## src/rtl/adc_spi_sequencer_if.sv

```systemverilog
// Captured-sample channel from the ADC SPI sequencer to the ANC filter datapath.
// A sample transfers on any clock edge where valid and ready are both high.
interface adc_spi_sequencer_if;
  logic [10:0] sample;
  logic        valid;
  logic        ready;

  modport master (
    output sample,
    output valid,
    input  ready
  );

  modport slave (
    input  sample,
    input  valid,
    output ready
  );
endinterface

```

## src/rtl/adc_spi_sequencer.sv

```systemverilog
// Sequences one 16-bit SPI frame per sample period for the ANC ADC receiver slave.
// Optional feature: define ADC_OVERRUN_DET_EN to report unconsumed-sample overwrites on o_overrun.
//
// state        | meaning
// ST_IDLE      | SPI pins idle, waiting for a period tick
// ST_ASSERT_SS | SS_n low for one cycle before the first SCK rise
// ST_SHIFT     | 16 SCK pulses, CLK_DIV cycles high then CLK_DIV cycles low
// ST_CAPTURE   | 3 cycles: flag synchroniser settles, sample captured
// ST_CLEAR     | SpiReset high for CLK_DIV cycles to re-arm the slave
module adc_spi_sequencer #(
  parameter int CLK_DIV       = 4,
  parameter int SAMPLE_PERIOD = 1000
) (
  input  logic                       i_clk,
  input  logic                       i_rst,
  input  logic                       i_enable,
  output logic                       o_sck,
  output logic                       o_ss_n,
  output logic                       o_spi_reset,
  input  logic [10:0]                i_spi_data,
  input  logic                       i_spi_flag,
  output logic                       o_busy,
  output logic                       o_overrun,
  adc_spi_sequencer_if.master        io_sample
);

  localparam int              TMR_W    = (SAMPLE_PERIOD > 1) ? $clog2(SAMPLE_PERIOD) : 1;
  localparam logic [TMR_W-1:0] TMR_LOAD = TMR_W'(SAMPLE_PERIOD - 1);
  localparam logic [7:0]      DIV_LOAD = 8'(CLK_DIV - 1);
  localparam logic [7:0]      CAP_LOAD = 8'd2;

  typedef enum logic [2:0] {
    ST_IDLE,
    ST_ASSERT_SS,
    ST_SHIFT,
    ST_CAPTURE,
    ST_CLEAR
  } state_t;

  state_t           r_state;
  state_t           w_state_nxt;
  logic [TMR_W-1:0] r_tmr;
  logic             w_tick;
  logic [7:0]       r_div;
  logic [7:0]       w_div_nxt;
  logic [4:0]       r_pulse;
  logic [4:0]       w_pulse_nxt;
  logic             r_sck;
  logic             w_sck_nxt;
  logic             r_ss_n;
  logic             w_ss_n_nxt;
  logic             r_spi_reset;
  logic             w_spi_reset_nxt;
  logic             r_busy;
  logic             w_busy_nxt;
  logic             w_capture;
  logic             w_accept;
  logic [1:0]       r_flag_sync;
  logic             w_flag_unused;
  logic [10:0]      r_sample;
  logic             r_valid;

  // Period timer: down-counter, tick on terminal count while enabled.
  always_ff @(posedge i_clk or posedge i_rst) begin
    if (i_rst) begin
      r_tmr <= '0;
    end else if (!i_enable) begin
      r_tmr <= '0;
    end else if (r_tmr == '0) begin
      r_tmr <= TMR_LOAD;
    end else begin
      r_tmr <= r_tmr - TMR_W'(1);
    end
  end

  assign w_tick = i_enable && (r_tmr == '0);

  always_ff @(posedge i_clk or posedge i_rst) begin
    if (i_rst) begin
      r_state     <= ST_IDLE;
      r_div       <= '0;
      r_pulse     <= '0;
      r_sck       <= 1'b0;
      r_ss_n      <= 1'b1;
      r_spi_reset <= 1'b1;
      r_busy      <= 1'b0;
    end else begin
      r_state     <= w_state_nxt;
      r_div       <= w_div_nxt;
      r_pulse     <= w_pulse_nxt;
      r_sck       <= w_sck_nxt;
      r_ss_n      <= w_ss_n_nxt;
      r_spi_reset <= w_spi_reset_nxt;
      r_busy      <= w_busy_nxt;
    end
  end

  // r_div is reused as half-period, capture and clear timer; all outputs are next-state registered.
  always_comb begin
    w_state_nxt     = r_state;
    w_div_nxt       = r_div;
    w_pulse_nxt     = r_pulse;
    w_sck_nxt       = r_sck;
    w_ss_n_nxt      = r_ss_n;
    w_spi_reset_nxt = r_spi_reset;
    w_busy_nxt      = r_busy;
    w_capture       = 1'b0;
    unique case (r_state)
      ST_IDLE: begin
        w_sck_nxt       = 1'b0;
        w_ss_n_nxt      = 1'b1;
        w_spi_reset_nxt = 1'b0;
        w_busy_nxt      = 1'b0;
        if (w_tick) begin
          w_state_nxt = ST_ASSERT_SS;
          w_ss_n_nxt  = 1'b0;
          w_busy_nxt  = 1'b1;
        end
      end
      ST_ASSERT_SS: begin
        w_state_nxt = ST_SHIFT;
        w_sck_nxt   = 1'b1;
        w_div_nxt   = DIV_LOAD;
        w_pulse_nxt = 5'd1;
      end
      ST_SHIFT: begin
        if (r_div != 8'd0) begin
          w_div_nxt = r_div - 8'd1;
        end else begin
          w_div_nxt = DIV_LOAD;
          if (r_sck) begin
            w_sck_nxt = 1'b0;
          end else if (r_pulse == 5'd16) begin
            w_state_nxt = ST_CAPTURE;
            w_div_nxt   = CAP_LOAD;
          end else begin
            w_sck_nxt   = 1'b1;
            w_pulse_nxt = r_pulse + 5'd1;
          end
        end
      end
      ST_CAPTURE: begin
        if (r_div == 8'd0) begin
          w_state_nxt     = ST_CLEAR;
          w_ss_n_nxt      = 1'b1;
          w_spi_reset_nxt = 1'b1;
          w_div_nxt       = DIV_LOAD;
        end else begin
          w_div_nxt = r_div - 8'd1;
          w_capture = (r_div == 8'd1);
        end
      end
      ST_CLEAR: begin
        if (r_div == 8'd0) begin
          w_state_nxt     = ST_IDLE;
          w_spi_reset_nxt = 1'b0;
          w_busy_nxt      = 1'b0;
        end else begin
          w_div_nxt = r_div - 8'd1;
        end
      end
      default: begin
        w_state_nxt = ST_IDLE;
      end
    endcase
  end

  // The receiver flag is informational only; it is synchronised but never gates the capture.
  always_ff @(posedge i_clk or posedge i_rst) begin
    if (i_rst) begin
      r_flag_sync <= 2'b00;
    end else begin
      r_flag_sync <= {r_flag_sync[0], i_spi_flag};
    end
  end

  assign w_flag_unused = r_flag_sync[1];

  assign w_accept = r_valid && io_sample.ready;

  // A capture coinciding with acceptance keeps valid high with the new sample.
  always_ff @(posedge i_clk or posedge i_rst) begin
    if (i_rst) begin
      r_sample <= '0;
      r_valid  <= 1'b0;
    end else if (w_capture) begin
      r_sample <= i_spi_data;
      r_valid  <= 1'b1;
    end else if (w_accept) begin
      r_valid <= 1'b0;
    end
  end

`ifdef ADC_OVERRUN_DET_EN
  logic r_overrun;

  always_ff @(posedge i_clk or posedge i_rst) begin
    if (i_rst) begin
      r_overrun <= 1'b0;
    end else if (w_capture && r_valid && !io_sample.ready) begin
      r_overrun <= 1'b1;
    end
  end

  assign o_overrun = r_overrun;
`else
  assign o_overrun = 1'b0;
`endif

  assign o_sck           = r_sck;
  assign o_ss_n          = r_ss_n;
  assign o_spi_reset     = r_spi_reset;
  assign o_busy          = r_busy;
  assign io_sample.sample = r_sample;
  assign io_sample.valid  = r_valid;

endmodule

```

## src/flat_wrapper.sv

```systemverilog
// flat-port wrapper written by rule: the top's interface ports become plain ports
module adc_spi_sequencer_flat 
#(
  parameter int CLK_DIV       = 4,
  parameter int SAMPLE_PERIOD = 1000
)
  (i_clk, i_rst, i_enable, o_sck, o_ss_n, o_spi_reset, i_spi_data, i_spi_flag, o_busy, o_overrun, io_sample_sample, io_sample_valid, io_sample_ready);
  adc_spi_sequencer_if io_sample_i ();
  input  logic i_clk;
  input  logic i_rst;
  input  logic i_enable;
  output logic o_sck;
  output logic o_ss_n;
  output logic o_spi_reset;
  input  logic [10:0] i_spi_data;
  input  logic i_spi_flag;
  output logic o_busy;
  output logic o_overrun;
  output wire logic [$bits(io_sample_i.sample)-1:0] io_sample_sample;
  output wire logic [$bits(io_sample_i.valid)-1:0] io_sample_valid;
  input wire logic [$bits(io_sample_i.ready)-1:0] io_sample_ready;
  assign io_sample_sample = io_sample_i.sample;
  assign io_sample_valid = io_sample_i.valid;
  assign io_sample_i.ready = io_sample_ready;
  adc_spi_sequencer #(.CLK_DIV(CLK_DIV), .SAMPLE_PERIOD(SAMPLE_PERIOD)) u_core (.i_clk(i_clk), .i_rst(i_rst), .i_enable(i_enable), .o_sck(o_sck), .o_ss_n(o_ss_n), .o_spi_reset(o_spi_reset), .i_spi_data(i_spi_data), .i_spi_flag(i_spi_flag), .o_busy(o_busy), .o_overrun(o_overrun), .io_sample(io_sample_i));
endmodule
```

## config.mk

```make
export PLATFORM = sky130hd
export DESIGN_NAME = adc_spi_sequencer_flat
export DESIGN_NICKNAME = d
export VERILOG_FILES = /design/src/rtl/adc_spi_sequencer_if.sv /design/src/rtl/adc_spi_sequencer.sv /design/src/flat_wrapper.sv
export SDC_FILE = /design/constraint.sdc
export NUM_CORES = 1
export LEC_CHECK = 0
export ABC_CLOCK_PERIOD_IN_PS = 3400
export CAP_MARGIN = 40
export CORE_ASPECT_RATIO = 0.8
export CORE_MARGIN = 1
export CORE_UTILIZATION = 59
export DETAILED_ROUTE_END_ITERATION = 6
export PLACE_DENSITY = 0.89
export SYNTH_ARGS = -nofsm -noshare
export SYNTH_HDL_FRONTEND = slang
export SYNTH_SLANG_ARGS = --single-unit
```

## constraint.sdc

```tcl
create_clock -name i_clk -period 3.4 [get_ports i_clk]
set_input_delay 0.68 -clock i_clk [delete_from_list [all_inputs] [get_ports i_clk]]
set_output_delay 0.68 -clock i_clk [all_outputs]
set_load 0.01 [all_outputs]
```

==> reports/qor.yml, run 1 <==
cts_root_buffer: "clkbuf_8"
min_period_over_period_pct: 73.78
fp.coreArea_um2: 3829
final_cells: 336
p_leak_uw: 0.001198
synth_top_area_share_pct: 42.04
arrival_ns: 2.73
synth_warnings: 0
crit_top_cell: "or3b_1"
tightestPinTransition_ns: 0.7344
grt_pass1_wl_mm: 9.273
hp-class: "flip-flop to flip-flop"
clock_path_buffers: 2
htree_num_levels: 2
overflow: 0
ctsResizeCount: 0
cts_tree: "done"
path_buf_inv: 1
ys_ff_latch: 42
die_area_um2: 4295
synth_edf_count: 0
initial_core_util_pct: 62.19
cp_slowest_cell: "or4_4"
timing.rr.start: "u_core.r_div[1]"
grt_max_degree: 43
r2r_end: "u_core.r_state[0]"
min_to: "u_core.io_sample.sample[4]"
path_class: "flip-flop to flip-flop"
clk_latency_ns: 0.30
ys.flop_type: "dfrtp_1"
cpPeakStageDelay_ns: 0.54
wl_per_cell_um: 16.21
fillers: 276
area_growth_pct: 18.29
rsz0062_at_grt: "false"
yosysTopAreaCell: "dfrtp_1"
r2r_cells: 6
dp_hpwl_mm: 3.766
cp-start-kind: "flip-flop"
drv_slew: 0
drc: 0
drv_cap: 0
wl_met2_mm: 2.505
status: "complete, no violations"
hold_viol_final: 0
drtIter0Drc: 188
postRouteAntennaNets: 0
peakVddDrop_mv: 0.2798
grt_pass1_vias: 1993
fmax_mhz: 398.6
die_w_um: 73.03
wl_met3_um: 499
syn-cell-area_um2: 2381
seq_area_frac_synth_pct: 44.25
yosys-top-cells-area: "dfrtp_1 (42%), mux2_2 (5.2%), o21ai_0 (3.8%), a21oi_1 (3.4%), nand2_1 (3.3%)"
syn_nets: 277
worstHoldStart: "u_core.io_sample.sample[4]"
holdPathStages: 1
endpoint_kind: "flip-flop"
fin_setup_tns_ns: 0
antenna_found_initial: 0
skew_ns: 0.006779
finalWirelength_mm: 5.445
power_density_nw_per_um2: 421.7
synth_cell_types: 54
avgViaCountPerCell: 6.179
cp_max_fo: 8
place_inst: 328
power_uw: 1188
gp_congestion: 0.8344
finalNetCount: 302
rows: 20
num_antenna_cells: 0
die_h_um: 58.82
hold_buffers: 0
grt_use_total_pct: 28.94
wl_met1_mm: 2.356
max_slew_margin_pct: 50.67
dr.pass1.iters: 4
clkTransAtPathRegs_ns: 0.08
dr.max_layer_used: "met4"
cts_setup_buffers: 0
cts_buffers: 5
port_buffers: 30
crit_family: "simple AND/OR/NAND/NOR gates"
netlist_instances: 255
cp_cell_sequence: "inv_1 -> ha_1 -> or3b_1 -> or4_4 -> or3b_1 -> a31oi_1"
ios: 33
setup_violations: 0
vias: 2076
period_needed_ns: 2.508
hold_slack_ns: 0.5147
crit_required_ns: 3.62
r2r_slack_ns: 0.89
clkSinkCount: 42
async_flop_share_pct: 100.0
drive_gt1_share_pct: 11.39
syn_avg_cell_area_um2: 9.337
-- flip-flops by register name (all words and copies together), names as in the netlist --
| register | flops |
|---|---|
| u_core.r_pulse | 5 |
| u_core.o_busy | 1 |
| u_core.o_ss_n | 1 |
| u_core.r_div | 8 |
| u_core.io_sample.sample | 11 |
| u_core.io_sample.valid | 1 |
| u_core.o_spi_reset | 1 |
| u_core.o_sck | 1 |
| u_core.r_state | 3 |
| u_core.r_tmr | 10 |
-- synth_stat cells, types with 5 or more instances --
cell type	number
nand3_1	12
nor3_1	8
dfrtp_1	40
nand2_1	21
inv_1	12
mux2_2	11
nor2_1	12
o21ai_0	18
a32o_1	5
ha_1	6
clkbuf_1	16
a21oi_1	16
nand4_1	7
or4_1	5
-- final cells by class --
type | instances | area, um^2 | area share [%]
clock buffers | 5 | 68.82 | 2.443
clock inverters | 3 | 21.27 | 0.7552
inverters | 12 | 45.04 | 1.599
multi-input cells | 182 | 1206 | 42.83
flip-flops and latches | 42 | 1054 | 37.41
well taps | 55 | 68.82 | 2.443
repair buffers | 37 | 352.8 | 12.53
-- through the flow --
stage          area, um^2  worst slack, ns  utilization (%)
2_1_floorplan        2381            1.128                -
3_3_place_gp         2726            1.029            71.21
3_5_place_dp         2726           0.9704            71.21
4_1_cts              2816           0.9145            73.56
5_1_grt              2816           0.8049            73.56
6_report             2816           0.8915            73.56
-- metal layers --
layer / global-route usage, % / up-vias
met5: 0 / -
met3: 7.877 / 9
met2: 45.50 / 88
met1: 38.54 / 991
li1: - / 988
met4: 10.92 / 0
-- layout by cell type (no fill, tap or decap), types with 4 or more instances in the layout --
master           count
clkdlybuf4s50_1     30
or4_1                5
nor3_1               8
dfrtp_1             40
a21oi_1             16
nand2_1             21
inv_1               12
or3_1                4
nor4_1               4
nor2_1              12
ha_1                 6
mux2_2              11
nand3_1             12
nand4_1              7
buf_4                7
o21ai_0             18
clkbuf_8             5
a32o_1               5
-- worst max-delay path by stage --
stage                          from                 to  depth (start not counted)
finish              u_core.r_div[1]  u_core.r_state[0]                          6
global route        u_core.r_div[1]  u_core.r_state[0]                          6
CTS                 u_core.r_div[1]  u_core.r_state[0]                          6
detailed placement  u_core.r_div[1]  u_core.r_state[0]                          6
global placement    u_core.r_div[1]    u_core.r_div[0]                          6
floorplan           u_core.r_div[1]    u_core.r_div[0]                          7
-- power breakdown --
part | leakage (uW) | internal, uW | total, uW | switching (uW)
clock | 0.0000441 | 144 | 326 | 182
combinational | 0.000645 | 123 | 268 | 146
sequential | 0.000509 | 549 | 594 | 44.9
-- kinds of logic (layout without fill, tap and decap cells) --
kind of cell | after synthesis | after routing | share of synthesized area (%)
mux | 13 | 13 | 6.043
buf+inv | 31 | 57 | 5.097
xor+xnor | 4 | 4 | 1.472
simple gates | 91 | 91 | 20.91
flops | 42 | 42 | 44.25
other cells | 1 | 1 | 0.1575
compound gates | 66 | 66 | 18.50
fa+ha+maj | 7 | 7 | 3.573
Note: power is estimated with default switching activity, not from simulation.
==> run 2, diff against run 1 <==
- ABC_CLOCK_PERIOD_IN_PS: 3400 -> 2400
- CORE_UTILIZATION: 59 -> 54
- PLACE_DENSITY: 0.89 -> 0.83
- clock period: 3.4 -> 2.4 ns (I/O delays scaled with it)
==> reports/qor.yml, run 2 (synthesized netlist as in run 1, its figures left out) <==
postRouteAntennaNets: 0  # unchanged
cts_buffers: 5  # unchanged
drtIter0Drc: 155  # -18%
clkTransAtPathRegs_ns: 0.09  # about the same
grt_pass1_vias: 1920  # -3.7%
arrival_ns: 2.46  # -0.27 ns
clkSinkCount: 42  # unchanged
drv_cap: 0  # unchanged
grt_use_total_pct: 24.64  # -4.3 points
die_area_um2: 4680  # +9.0%
dr.pass1.iters: 4  # unchanged
crit_family: "simple AND/OR/NAND/NOR gates"
cp_max_fo: 5  # -3
r2r_end: "u_core.r_div[0]"
drv_slew: 0  # unchanged
dp_hpwl_mm: 3.849  # +2.2%
hold_buffers: 0  # unchanged
final_common_cell: "dfrtp_1"
place_inst: 340  # +3.7%
cts_root_buffer: "clkbuf_8"
min_to: "u_core.o_spi_reset"
largest_reg_flops: 11  # unchanged
fmax_mhz: 441.5  # +11%
drive_gt1_share_pct: 14.43  # +3.0 points
fp.coreArea_um2: 4204  # +9.8%
cp_slowest_cell: "or4_4"
max_slew_margin_pct: 60.37  # +9.7 points
path_class: "flip-flop to flip-flop"
holdPathStages: 2  # +1
period_needed_ns: 2.265  # -0.2437 ns
peakVddDrop_mv: 0.6406  # +130%
rows: 21  # +5.0%
ios: 33  # unchanged
cp_cell_sequence: "inv_1 -> ha_1 -> or3b_1 -> or4_4 -> a221o_1 -> a32o_1"
mostFrequentLayoutCells: "dfrtp_1 (40), clkdlybuf4s50_1 (30), nand2_1 (21)"
cpPeakStageDelay_ns: 0.50  # -0.04 ns
clk_latency_ns: 0.30  # about the same
area_growth_pct: 21.65
timing.rr.start: "u_core.r_div[1]"
antenna_found_initial: 0  # unchanged
port_buffers: 30  # unchanged
crit_required_ns: 2.59  # -1.03 ns
clock_path_buffers: 2  # unchanged
status: "complete, no violations"
dp_slack_ns: 0.1578  # -0.8126 ns
grt_max_degree: 43  # unchanged
die_h_um: 61.39  # +4.4%
skew_ns: 0.004905  # -0.001874 ns
path_buf_inv: 1  # unchanged
vias: 2087  # +0.53%
p_leak_uw: 0.001245  # +3.9%
avgViaCountPerCell: 5.997  # -2.9%
grt_pass1_wl_mm: 9.018  # -2.7%
num_antenna_cells: 0  # unchanged
worstHoldStart: "u_core.o_spi_reset"
setup_violations: 0  # unchanged
finalWirelength_mm: 5.466  # +0.39%
die_w_um: 76.24  # +4.4%
tightestPinTransition_ns: 0.5890  # -0.1453 ns
post_dp_cell_area_um2: 2804  # +2.8%
finalNetCount: 312  # +3.3%
initial_core_util_pct: 56.64  # -5.6 points
cts_tree: "done"
hold_slack_ns: 0.5002  # -0.01446 ns
cp-start-kind: "flip-flop"
fin_setup_tns_ns: 0  # unchanged
rsz0062_at_grt: "false"
drc: 0  # unchanged
endpoint_kind: "flip-flop"
final_cells: 348  # +3.6%
ctsResizeCount: 0  # unchanged
min_period_over_period_pct: 94.37  # +21 points
r2r_slack_ns: 0.14  # -0.76 ns
overflow: 0  # unchanged
htree_num_levels: 2  # unchanged
setup_ws_ns: 0.1352  # -0.7563 ns
fin_area_um2: 2897  # +2.8%
fillers: 340  # +23%
hp-class: "flip-flop to flip-flop"
wl_per_cell_um: 15.71  # -3.1%
hold_viol_final: 0  # unchanged
r2r_cells: 6  # unchanged
gp_congestion: 0.8857  # +6.1%
power_density_nw_per_um2: 590.8  # +40%
cts_setup_buffers: 0  # unchanged
-- run 2: cell count changes in the layout (fill, tap and decap cells not counted) --
cell and change:
buf_4 +10, clkinv_2 -1, clkinv_4 -1, clkinvlp_4 +1, inv_6 +1
-- run 2: where the power goes --
part	leakage (uW)	switching, uW	internal [uW]
clock network	0.0000408	267	208
registers	0.000509	63.4	777
logic	0.000695	205	190
total	0.00124	536	1180
-- run 2: worst max-delay path by stage --
stage,depth (start not counted),to,start,slack (ns)
6_report,6,u_core.r_div[0],u_core.r_div[1],0.14
5_1_grt,6,u_core.r_div[0],u_core.r_div[1],0.03
4_1_cts,6,u_core.r_div[0],u_core.r_div[1],0.14
3_5_place_dp,6,u_core.r_div[0],u_core.r_div[1],0.16
3_3_place_gp,6,u_core.r_div[0],u_core.r_div[1],0.21
2_1_floorplan,7,u_core.r_div[0],u_core.r_div[1],0.13
-- run 2: worst reg2reg max path: stages, from the launching register on --
cell and delay [ns]:
dfrtp_1 0.43, inv_1 0.11, ha_1 0.16, or3b_1 0.42
or4_4 0.51, a221o_1 0.32, a32o_1 0.22
-- run 2: per-stage QoR --
stage	utilization [%]	total power (uW)
global placement	66.70	1228
floorplan	-	1119
detailed placement	66.70	1247
finish	68.90	1711
CTS	68.90	1721
global route	68.90	1807
-- run 2: routing by layer --
layer  routed length (um)  track usage (%)  part of all wire [%]
met4                   43            9.066                  0.79
met1                 2605            33.52                    48
met5                    0                0                     0
met3                  259            3.704                   4.7
met2                 2557            41.18                    47
-- run 2: final cells by class --
class	count	area [um^2]	area share [%]
multi-input combinational	182	1206	41.64
clock inverter	3	23.77	0.8207
clock buffer	5	68.82	2.376
inverter	12	45.04	1.555
sequential	42	1054	36.37
tap	57	71.32	2.462
timing repair buffer	47	427.9	14.77
==> run 3, diff against run 2 <==
- CELL_PAD_IN_SITES_DETAIL_PLACEMENT: unset -> 1
- CELL_PAD_IN_SITES_GLOBAL_PLACEMENT: unset -> 1
- CORE_UTILIZATION: 54 -> 42
- PLACE_DENSITY: 0.83 -> 0.84
- SETUP_SLACK_MARGIN: unset -> 0.02
- SKIP_CTS_REPAIR_TIMING: unset -> 1
==> reports/qor.yml, run 3 (synthesized netlist as in run 1, its figures left out) <==
drv_cap: 0  # unchanged
dr.pass1.iters: 4  # unchanged
port_buffers: 30  # unchanged
drc: 0  # unchanged
clkSinkCount: 42  # unchanged
dp_hpwl_mm: 4.655  # +21%
crit_required_ns: 2.60  # about the same
cp_max_fo: 5  # unchanged
wl_per_cell_um: 17.76  # +13%
vias: 2134  # +2.3%
grt_pass1_vias: 2230  # +16%
setup_ws_ns: 0.1058  # -0.02947 ns
cts_buffers: 5  # unchanged
p_leak_uw: 0.001254  # +0.71%
cp_cell_sequence: "inv_1 -> ha_1 -> or3b_4 -> or4_4 -> a221o_1 -> a32o_1"
skew_ns: 0.005782  # +0.0008767 ns
timing.rr.start: "u_core.r_div[1]"
die_h_um: 69.35  # +13%
drtIter0Drc: 109  # -30%
path_class: "flip-flop to flip-flop"
cp_slowest_cell: "or4_4"
path_buf_inv: 1  # unchanged
fin_setup_tns_ns: 0  # unchanged
fp.coreArea_um2: 5465  # +30%
gp_congestion: 0.8167  # -7.8%
period_needed_ns: 2.294  # +0.02947 ns
final_common_cell: "dfrtp_1"
status: "complete, no violations"
critical_path.startpoint: "u_core.r_div[1]"
finalWirelength_mm: 6.571  # +20%
overflow: 0  # unchanged
area_growth_pct: 23.28
grt_max_degree: 43  # unchanged
min_period_over_period_pct: 95.59  # +1.2 points
rsz0062_at_grt: "false"
hold_viol_final: 0  # unchanged
grt_pass1_wl_mm: 10.87  # +21%
dp_slack_ns: 0.1048  # -0.05308 ns
crit_family: "simple AND/OR/NAND/NOR gates"
endpoint_kind: "flip-flop"
arrival_ns: 2.49  # +0.03 ns
cp-start-kind: "flip-flop"
drive_gt1_share_pct: 15.07  # +0.64 points
postRouteAntennaNets: 0  # unchanged
antenna_found_initial: 0  # unchanged
cts_root_buffer: "clkbuf_8"
max_slew_margin_pct: 61.95  # +1.6 points
tightestPinTransition_ns: 0.5656  # -0.02345 ns
fmax_mhz: 435.9  # -1.3%
cpPeakStageDelay_ns: 0.49  # about the same
initial_core_util_pct: 43.57  # -13 points
clock_path_buffers: 2  # unchanged
ios: 33  # unchanged
mostFrequentLayoutCells: "dfrtp_1 (40), clkdlybuf4s50_1 (30), nand2_1 (21)"
largest_reg_flops: 11  # unchanged
htree_num_levels: 2  # unchanged
worstHoldStart: "u_core.r_tmr[0]"
avgViaCountPerCell: 5.768  # -3.8%
drv_slew: 0  # unchanged
power_density_nw_per_um2: 595.7  # +0.84%
peakVddDrop_mv: 0.4326  # -32%
hp-class: "flip-flop to flip-flop"
clk_latency_ns: 0.30  # about the same
die_area_um2: 5976  # +28%
num_antenna_cells: 0  # unchanged
grt_use_total_pct: 23.37  # -1.3 points
cts_tree: "done"
clkTransAtPathRegs_ns: 0.08  # about the same
die_w_um: 86.18  # +13%
rows: 24  # +14%
finalNetCount: 313  # +0.32%
setup_violations: 0  # unchanged
run 3: changes by cell type in the layout (fill, tap and decap cells not counted), sizes merged:
cell / delta
clkinv: +2
clkbuf: +1
clkinvlp: -1
inv: -2
buf: +1
run 3: final timing paths:
| check | slack [ns] | endpoint | cells after the start |
|---|---|---|---|
| max | 0.11 | u_core.r_div[0] | 6 |
| min | 0.51 | u_core.r_tmr[0] | 1 |
| max in group asynchronous | 1.38 | u_core.o_sck | 3 |
| max reg2reg | 0.11 | u_core.r_div[0] | 6 |
| min in group asynchronous | 0.62 | u_core.io_sample.sample[6] | 3 |
| min reg2reg | 0.51 | u_core.r_tmr[0] | 1 |
run 3: worst register-to-register path: stages (launching register included):
cell and delay (ns):
dfrtp_1 0.44, inv_1 0.15, ha_1 0.18, or3b_4 0.41
or4_4 0.49, a221o_1 0.31, a32o_1 0.22
run 3: cell type report:
type / count / area, um^2
Clock inverter: 2 / 12.51
Sequential cell: 42 / 1054
Clock buffer: 6 / 82.58
Fill cell: 643 / 2530
Multi-Input combinational cell: 182 / 1209
Tap cell: 78 / 97.59
Timing Repair Buffer: 48 / 435.4
Inverter: 12 / 45.04
run 3: layer usage:
| metal | wire, um | up-vias | global-route usage (%) | part of all wire (%) |
|---|---|---|---|---|
| met5 | 0 | - | 0 | 0 |
| met4 | 74 | 0 | 7.407 | 1.1 |
| met3 | 216 | 9 | 4.167 | 3.3 |
| met2 | 3150 | 37 | 37.21 | 48 |
| met1 | 3129 | 1081 | 32.24 | 48 |
| li1 | - | 1007 | - | - |
run 3: per-stage QoR:
step | cell area, um^2 | hold WS [ns] | power (uW) | utilization [%] | cells
finish | 2935 | 0.5071 | 1749 | 53.71 | 370
detailed placement | 2838 | 0.4936 | 1266 | 51.92 | 362
floorplan | 2381 | 0.4679 | 1119 | - | 255
global route | 2935 | 0.5208 | 1845 | 53.71 | 370
global placement | 2838 | 0.4852 | 1238 | 51.92 | 362
CTS | 2933 | 0.5026 | 1764 | 53.66 | 370
run 3: power by group:
group | switching [uW] | internal [uW]
Sequential | 66.3 | 777
Clock | 263 | 232
Combinational | 220 | 190
